$ cat src/rtl/hpam_err_monitor.sv
// -----------------------------------------------------------------------------
// hpam_err_monitor
//
// Error-statistics monitor for the approximate multiplier datapath. Each
// accepted sample carries operands a, b and the approximate product p_approx.
// The monitor recomputes the exact product, forms the error distance
// ED = |a*b - p_approx| and accumulates statistics over a programmed number
// of samples.
//
// Pipeline for a sample accepted at edge E0:
//   E0: operands and approximate product are registered (stage 0)
//   E1: exact product and ED are registered (stage 1)
//   E2: statistics are updated
//
// Ports:
//   clk, rst        rising-edge clock, asynchronous active-high reset
//   start           arms a run (IDLE/DONE only); sample_limit captured here
//   clear           returns to IDLE, zeroes stats and sat, flushes pipeline
//   sample_limit    number of samples per run (0 finishes immediately)
//   in_valid/ready  sample handshake; accept on in_valid & in_ready
//   a, b, p_approx  unsigned operands and approximate product
//   sample_cnt      samples accumulated
//   err_cnt         samples with nonzero ED
//   err_sum         saturating sum of ED
//   err_max         largest ED seen
//   sat             sticky err_sum saturation flag
//   busy, done      state is RUN/DRAIN, state is DONE
//
// Build option:
//   HPAM_ERR_HIST_EN  adds hist_bins, four saturating CNT_W counters packed
//                     low to high: ED==0, ED 1..15, ED 16..255, ED>=256.
// -----------------------------------------------------------------------------
module hpam_err_monitor #(
  parameter int WIDTH = 8,
  parameter int CNT_W = 16,
  parameter int ACC_W = 32
) (
  input  logic                 clk,
  input  logic                 rst,
  input  logic                 start,
  input  logic                 clear,
  input  logic [CNT_W-1:0]     sample_limit,
  input  logic                 in_valid,
  output logic                 in_ready,
  input  logic [WIDTH-1:0]     a,
  input  logic [WIDTH-1:0]     b,
  input  logic [2*WIDTH-1:0]   p_approx,
  output logic [CNT_W-1:0]     sample_cnt,
  output logic [CNT_W-1:0]     err_cnt,
  output logic [ACC_W-1:0]     err_sum,
  output logic [2*WIDTH-1:0]   err_max,
  output logic                 sat,
  output logic                 busy,
`ifdef HPAM_ERR_HIST_EN
  output logic [4*CNT_W-1:0]   hist_bins,
`endif
  output logic                 done
);

  localparam int PW = 2 * WIDTH;

  localparam logic [1:0] S_IDLE  = 2'd0;
  localparam logic [1:0] S_RUN   = 2'd1;
  localparam logic [1:0] S_DRAIN = 2'd2;
  localparam logic [1:0] S_DONE  = 2'd3;

  // Control and statistics state
  logic [1:0]       state_q, state_d;
  logic [CNT_W-1:0] limit_q, limit_d;
  logic [CNT_W-1:0] acc_cnt_q, acc_cnt_d;
  logic             s0_v_q, s0_v_d;
  logic             s1_v_q, s1_v_d;
  logic [CNT_W-1:0] sample_cnt_q, sample_cnt_d;
  logic [CNT_W-1:0] err_cnt_q, err_cnt_d;
  logic [ACC_W-1:0] err_sum_q, err_sum_d;
  logic [PW-1:0]    err_max_q, err_max_d;
  logic             sat_q, sat_d;

  // Pipeline data (qualified by the valid bits above)
  logic [WIDTH-1:0] s0_a_q, s0_a_d;
  logic [WIDTH-1:0] s0_b_q, s0_b_d;
  logic [PW-1:0]    s0_p_q, s0_p_d;
  logic [PW-1:0]    s1_ed_q, s1_ed_d;

  logic             accept;
  logic [PW-1:0]    exact;
  logic [ACC_W:0]   sum_ext;

`ifdef HPAM_ERR_HIST_EN
  logic [3:0][CNT_W-1:0] hist_q, hist_d;
  logic [1:0]            bin;
`endif

  assign in_ready = (state_q == S_RUN) && (acc_cnt_q < limit_q);
  assign accept   = in_valid && in_ready;

  // NOTE: every always_comb output is given its hold/default value first so
  // that no path through the branches below leaves it unassigned (no latch).
  always_comb begin
    state_d      = state_q;
    limit_d      = limit_q;
    acc_cnt_d    = acc_cnt_q;
    sample_cnt_d = sample_cnt_q;
    err_cnt_d    = err_cnt_q;
    err_sum_d    = err_sum_q;
    err_max_d    = err_max_q;
    sat_d        = sat_q;
`ifdef HPAM_ERR_HIST_EN
    hist_d       = hist_q;
    bin          = 2'd0;
`endif

    // Stage 0: capture the sample on acceptance, otherwise hold.
    s0_v_d = accept;
    s0_a_d = accept ? a        : s0_a_q;
    s0_b_d = accept ? b        : s0_b_q;
    s0_p_d = accept ? p_approx : s0_p_q;

    // Stage 1: exact product and absolute error distance.
    s1_v_d  = s0_v_q;
    exact   = PW'(s0_a_q) * PW'(s0_b_q);
    s1_ed_d = (exact >= s0_p_q) ? (exact - s0_p_q) : (s0_p_q - exact);

    if (accept) begin
      acc_cnt_d = acc_cnt_q + CNT_W'(1);
    end

    // Stage 2: statistics update. The extra top bit of sum_ext is the
    // overflow indicator used to clamp err_sum.
    sum_ext = {1'b0, err_sum_q} + {{(ACC_W + 1 - PW){1'b0}}, s1_ed_q};
    if (s1_v_q) begin
      sample_cnt_d = sample_cnt_q + CNT_W'(1);
      if (s1_ed_q != '0) begin
        err_cnt_d = err_cnt_q + CNT_W'(1);
      end
      if (s1_ed_q > err_max_q) begin
        err_max_d = s1_ed_q;
      end
      if (sum_ext[ACC_W]) begin
        err_sum_d = '1;
        sat_d     = 1'b1;
      end else begin
        err_sum_d = sum_ext[ACC_W-1:0];
      end
`ifdef HPAM_ERR_HIST_EN
      if (s1_ed_q == '0) begin
        bin = 2'd0;
      end else if (s1_ed_q < 'd16) begin
        bin = 2'd1;
      end else if (s1_ed_q < 'd256) begin
        bin = 2'd2;
      end else begin
        bin = 2'd3;
      end
      if (hist_q[bin] != '1) begin
        hist_d[bin] = hist_q[bin] + CNT_W'(1);
      end
`endif
    end

    case (state_q)
      S_RUN: begin
        // The limit-th acceptance moves to DRAIN on that same edge, so
        // in_ready drops right after it.
        if (accept && ((acc_cnt_q + CNT_W'(1)) == limit_q)) begin
          state_d = S_DRAIN;
        end
      end
      S_DRAIN: begin
        // Look at next-cycle valids so DONE coincides with the last stats
        // update rather than one cycle after it.
        if (!s0_v_d && !s1_v_d) begin
          state_d = S_DONE;
        end
      end
      default: begin  // S_IDLE, S_DONE: pipeline is empty here
        if (start) begin
          limit_d      = sample_limit;
          acc_cnt_d    = '0;
          sample_cnt_d = '0;
          err_cnt_d    = '0;
          err_sum_d    = '0;
          err_max_d    = '0;
          sat_d        = 1'b0;
`ifdef HPAM_ERR_HIST_EN
          hist_d       = '0;
`endif
          state_d      = (sample_limit == '0) ? S_DONE : S_RUN;
        end
      end
    endcase

    // clear overrides everything, including a simultaneous start.
    if (clear) begin
      state_d      = S_IDLE;
      limit_d      = '0;
      acc_cnt_d    = '0;
      s0_v_d       = 1'b0;
      s1_v_d       = 1'b0;
      sample_cnt_d = '0;
      err_cnt_d    = '0;
      err_sum_d    = '0;
      err_max_d    = '0;
      sat_d        = 1'b0;
`ifdef HPAM_ERR_HIST_EN
      hist_d       = '0;
`endif
    end
  end

  // NOTE: sequential state uses non-blocking assignments so every flop
  // samples its _d value from before the edge, independent of statement order.
  always_ff @(posedge clk or posedge rst) begin
    if (rst) begin
      state_q      <= S_IDLE;
      limit_q      <= '0;
      acc_cnt_q    <= '0;
      s0_v_q       <= 1'b0;
      s1_v_q       <= 1'b0;
      sample_cnt_q <= '0;
      err_cnt_q    <= '0;
      err_sum_q    <= '0;
      err_max_q    <= '0;
      sat_q        <= 1'b0;
`ifdef HPAM_ERR_HIST_EN
      hist_q       <= '0;
`endif
    end else begin
      state_q      <= state_d;
      limit_q      <= limit_d;
      acc_cnt_q    <= acc_cnt_d;
      s0_v_q       <= s0_v_d;
      s1_v_q       <= s1_v_d;
      sample_cnt_q <= sample_cnt_d;
      err_cnt_q    <= err_cnt_d;
      err_sum_q    <= err_sum_d;
      err_max_q    <= err_max_d;
      sat_q        <= sat_d;
`ifdef HPAM_ERR_HIST_EN
      hist_q       <= hist_d;
`endif
    end
  end

  // NOTE: pipeline data registers carry no reset; they are only consumed
  // when the matching valid bit (which is reset) is set.
  always_ff @(posedge clk) begin
    s0_a_q  <= s0_a_d;
    s0_b_q  <= s0_b_d;
    s0_p_q  <= s0_p_d;
    s1_ed_q <= s1_ed_d;
  end

  assign sample_cnt = sample_cnt_q;
  assign err_cnt    = err_cnt_q;
  assign err_sum    = err_sum_q;
  assign err_max    = err_max_q;
  assign sat        = sat_q;
  assign busy       = (state_q == S_RUN) || (state_q == S_DRAIN);
  assign done       = (state_q == S_DONE);
`ifdef HPAM_ERR_HIST_EN
  assign hist_bins  = hist_q;
`endif

endmodule

$ cat config.mk
export PLATFORM = sky130hd
export DESIGN_NAME = hpam_err_monitor
export DESIGN_NICKNAME = d
export VERILOG_FILES = /design/src/rtl/hpam_err_monitor.sv
export SDC_FILE = /design/constraint.sdc
export NUM_CORES = 1
export LEC_CHECK = 0
export ABC_AREA = 1
export BUFFER_PORTS_ARGS = -buffer_cell sky130_fd_sc_hd__buf_2
export CAP_MARGIN = 15
export CORE_MARGIN = 3
export CORE_UTILIZATION = 61
export DETAILED_ROUTE_END_ITERATION = 16
export GPL_TIMING_DRIVEN = 0
export PLACE_DENSITY = 0.82
export SLEW_MARGIN = 25
export SYNTH_ARGS = -nofsm -noshare
export SYNTH_HDL_FRONTEND = slang
export SYNTH_SLANG_ARGS = --single-unit
export TNS_END_PERCENT = 10
$ cat constraint.sdc
create_clock -name clk -period 8 [get_ports clk]
set_clock_uncertainty 0.15 [all_clocks]
set_input_delay 0.8 -clock clk [delete_from_list [all_inputs] [get_ports clk]]
set_output_delay 0.8 -clock clk [all_outputs]
set_load 0.05 [all_outputs]
==> results.tsv <==
metric	value	unit
DRT iter0 DRCs	752	
DRC viols	0	
vias in the first global route	11549	
WL per Instance	15.2	microns
count leader, synth	nand2_1	
Critical R2R Capture	s1_ed_q[10]	
post-synth top area share	22.4	%
die area	0.0232	sq mm
Commonest cells post-synth	nand2_1, inv_1, nor2_1, ha_1, dfrtp_1	
clk sinks	165	
Final Net Count	2104	
Setup CP Type	reg2reg	
total negative slack	0	ns
Clock Path Buffers	2	
Post-CTS Resized	0	
Slew headroom	36.6	%
ys async rst share	70.9	%
vias per inst	5.49	
initial antenna violation count	0	
# fillers	1703	
CTS buffer count	17	
Slew Viols, Final	0	
pin count of the biggest net entering global routing	99	
die height	152	microns
FF-to-FF Start	s0_a_q[2]	
IO Pins	137	
fin cells	2173	
GRT Util Overall	28.4	%
placer congestion estimate	0.959	
critical path's largest stage delay	0.55	ns
critical path's slowest cell	fa_1	
CP Max Fanout	10	
via count	11939	
first-pass GRT wire length	54700	microns
Port-buffer cells	136	
Hold Fails Final Rpt	0	
Critical Path Source Type	flop	
Period Utilization, post-route	84.2	%
#FFs+latches synth	165	
Mapped Area	0.0131	sq mm
fin util	71.3	%
critical path arrival	6.95	ns
Ys Warns	0	
Cells after DPL	2141	
worst hold path type	in2async	
Detailed Routing Iterations Pass 1	6	
register area	0.00421	sq mm
unrepaired setup endpoints after global routing	false	
GRT Residual Overflow	0	
Worst Path Required	8.21	ns
R2R Setup Slk	1.26	ns
Worst setup EP type	flop	
Least-Margin Pin Slew	0.950	ns
postcts setup bufs	0	
Area Growth Syn to Fin	12.6	%
top cells by area, synth	dfrtp_1, ha_1, nand2_1	
Multi-input gate area	0.00747	sq mm
Top FF cell, synth	dfrtp_1	
reg2reg path depth	30	
H-tree depth	4	
Antenna Violating Nets Remaining	0	
EDFF count, synth	32	
Post-Place Setup Slack	1.24	ns
initial core utilization	63.3	%
setup violators final	0	
Post-Synthesis Cells	1734	
hold_buf cts	0	
DP Wirelength	25700	microns
Avg Inst Size Synth	7.53	sq um
Die Width	152	microns
Final WS setup	1.26	ns
worst skew pair latency	0.45	ns
Antenna Cells	0	
TritonCTS clock tree	yes	
min Tclk post-route	6.74	ns
Fmax	148	MHz
proportion of layout cells with a drive suffix above 1	11.7	%
Synth Net Count	1948	
Unique masters post-synth	54	
Core ar.	0.0206	sq mm
site row count	52	
Clock transition at path regs	0.07	ns
post-synthesis sequential area ratio	32.2	%
most frequent CP cell	nand2_1	
post-synth top area cell	dfrtp_1	
max cap viols	0	
root cell of the clock tree	clkbuf_16	
drt total wl	33000	microns
status	finished, final reports clean	
placed cells by master (no fill, tap or decap), drive strengths merged, types with 39 or more instances in the layout:
master and count:
nand2 384, inv 315, nor2 172, buf 152, ha 122, dfrtp 117
o21ai 112, a21oi 106, nand3 88, clkbuf 51, xor2 41, fa 39
flip-flops by register name, summed over array words and instances, names as in the netlist, 16 cells and up:
register and cells:
err_cnt 16, s0_p_q 16, sample_cnt 16, err_max 16
limit_q 16, acc_cnt_q 16, err_sum 32, s1_ed_q 16
critical path, delay by kind of cell, from the launching register on:
| family | cells | cell delay [ns] |
|---|---|---|
| compound gates | 3 | 0.50 |
| xor+xnor | 2 | 0.46 |
| fa+ha+maj | 6 | 2.74 |
| buf+inv | 8 | 1.15 |
| flops | 1 | 0.32 |
| simple gates | 11 | 1.34 |
routing by layer:
metal	wire (microns)	GRT usage [%]
met3	2000	4.20
met1	13800	37.1
met4	676	8.90
met2	16500	48.9
met5	0	0
how the worst max path moves through the flow:
| stage | cells after the start | start | slack (ns) | to |
|---|---|---|---|---|
| after floorplan | 31 | s0_a_q[0] | 2.10 | s1_ed_q[7] |
| after global routing | 30 | s0_a_q[2] | 0.71 | s1_ed_q[10] |
| after global placement | 30 | s0_a_q[0] | 1.33 | s1_ed_q[10] |
| after CTS | 30 | s0_a_q[2] | 1.21 | s1_ed_q[10] |
| final | 30 | s0_a_q[2] | 1.26 | s1_ed_q[10] |
| after detailed placement | 30 | s0_a_q[2] | 1.24 | s1_ed_q[10] |
area by class of cell:
type | instances | share of cell area (%)
Tap cell | 270 | 2.30
Clock inverter | 15 | 1.12
Inverter | 308 | 7.92
Sequential cell | 165 | 28.6
Timing Repair Buffer | 137 | 4.82
Multi-Input combinational cell | 1212 | 50.8
Buffer | 49 | 1.50
Clock buffer | 17 | 2.89
logic make-up after synthesis:
family,after synthesis,share of synthesized area (%)
and+or+nand+nor,711,23.2
buffers and inverters,357,10.5
AOI/OAI and AO/OA,281,12.2
DFF,165,32.2
adders and majority gates,161,17.7
xor gates and xnor gates,59,4.07
per-stage QoR:
stage	hold WS (ns)	area, sq um
after global placement	0.327	14100
after detailed placement	0.349	14100
after CTS	0.120	14700
final	0.124	14700
after floorplan	0.295	13100
after global routing	0.120	14700
Power is left out: the tool's default activity adds up to more than one toggle a clock period on the data nets, which glitch-free logic cannot reach.
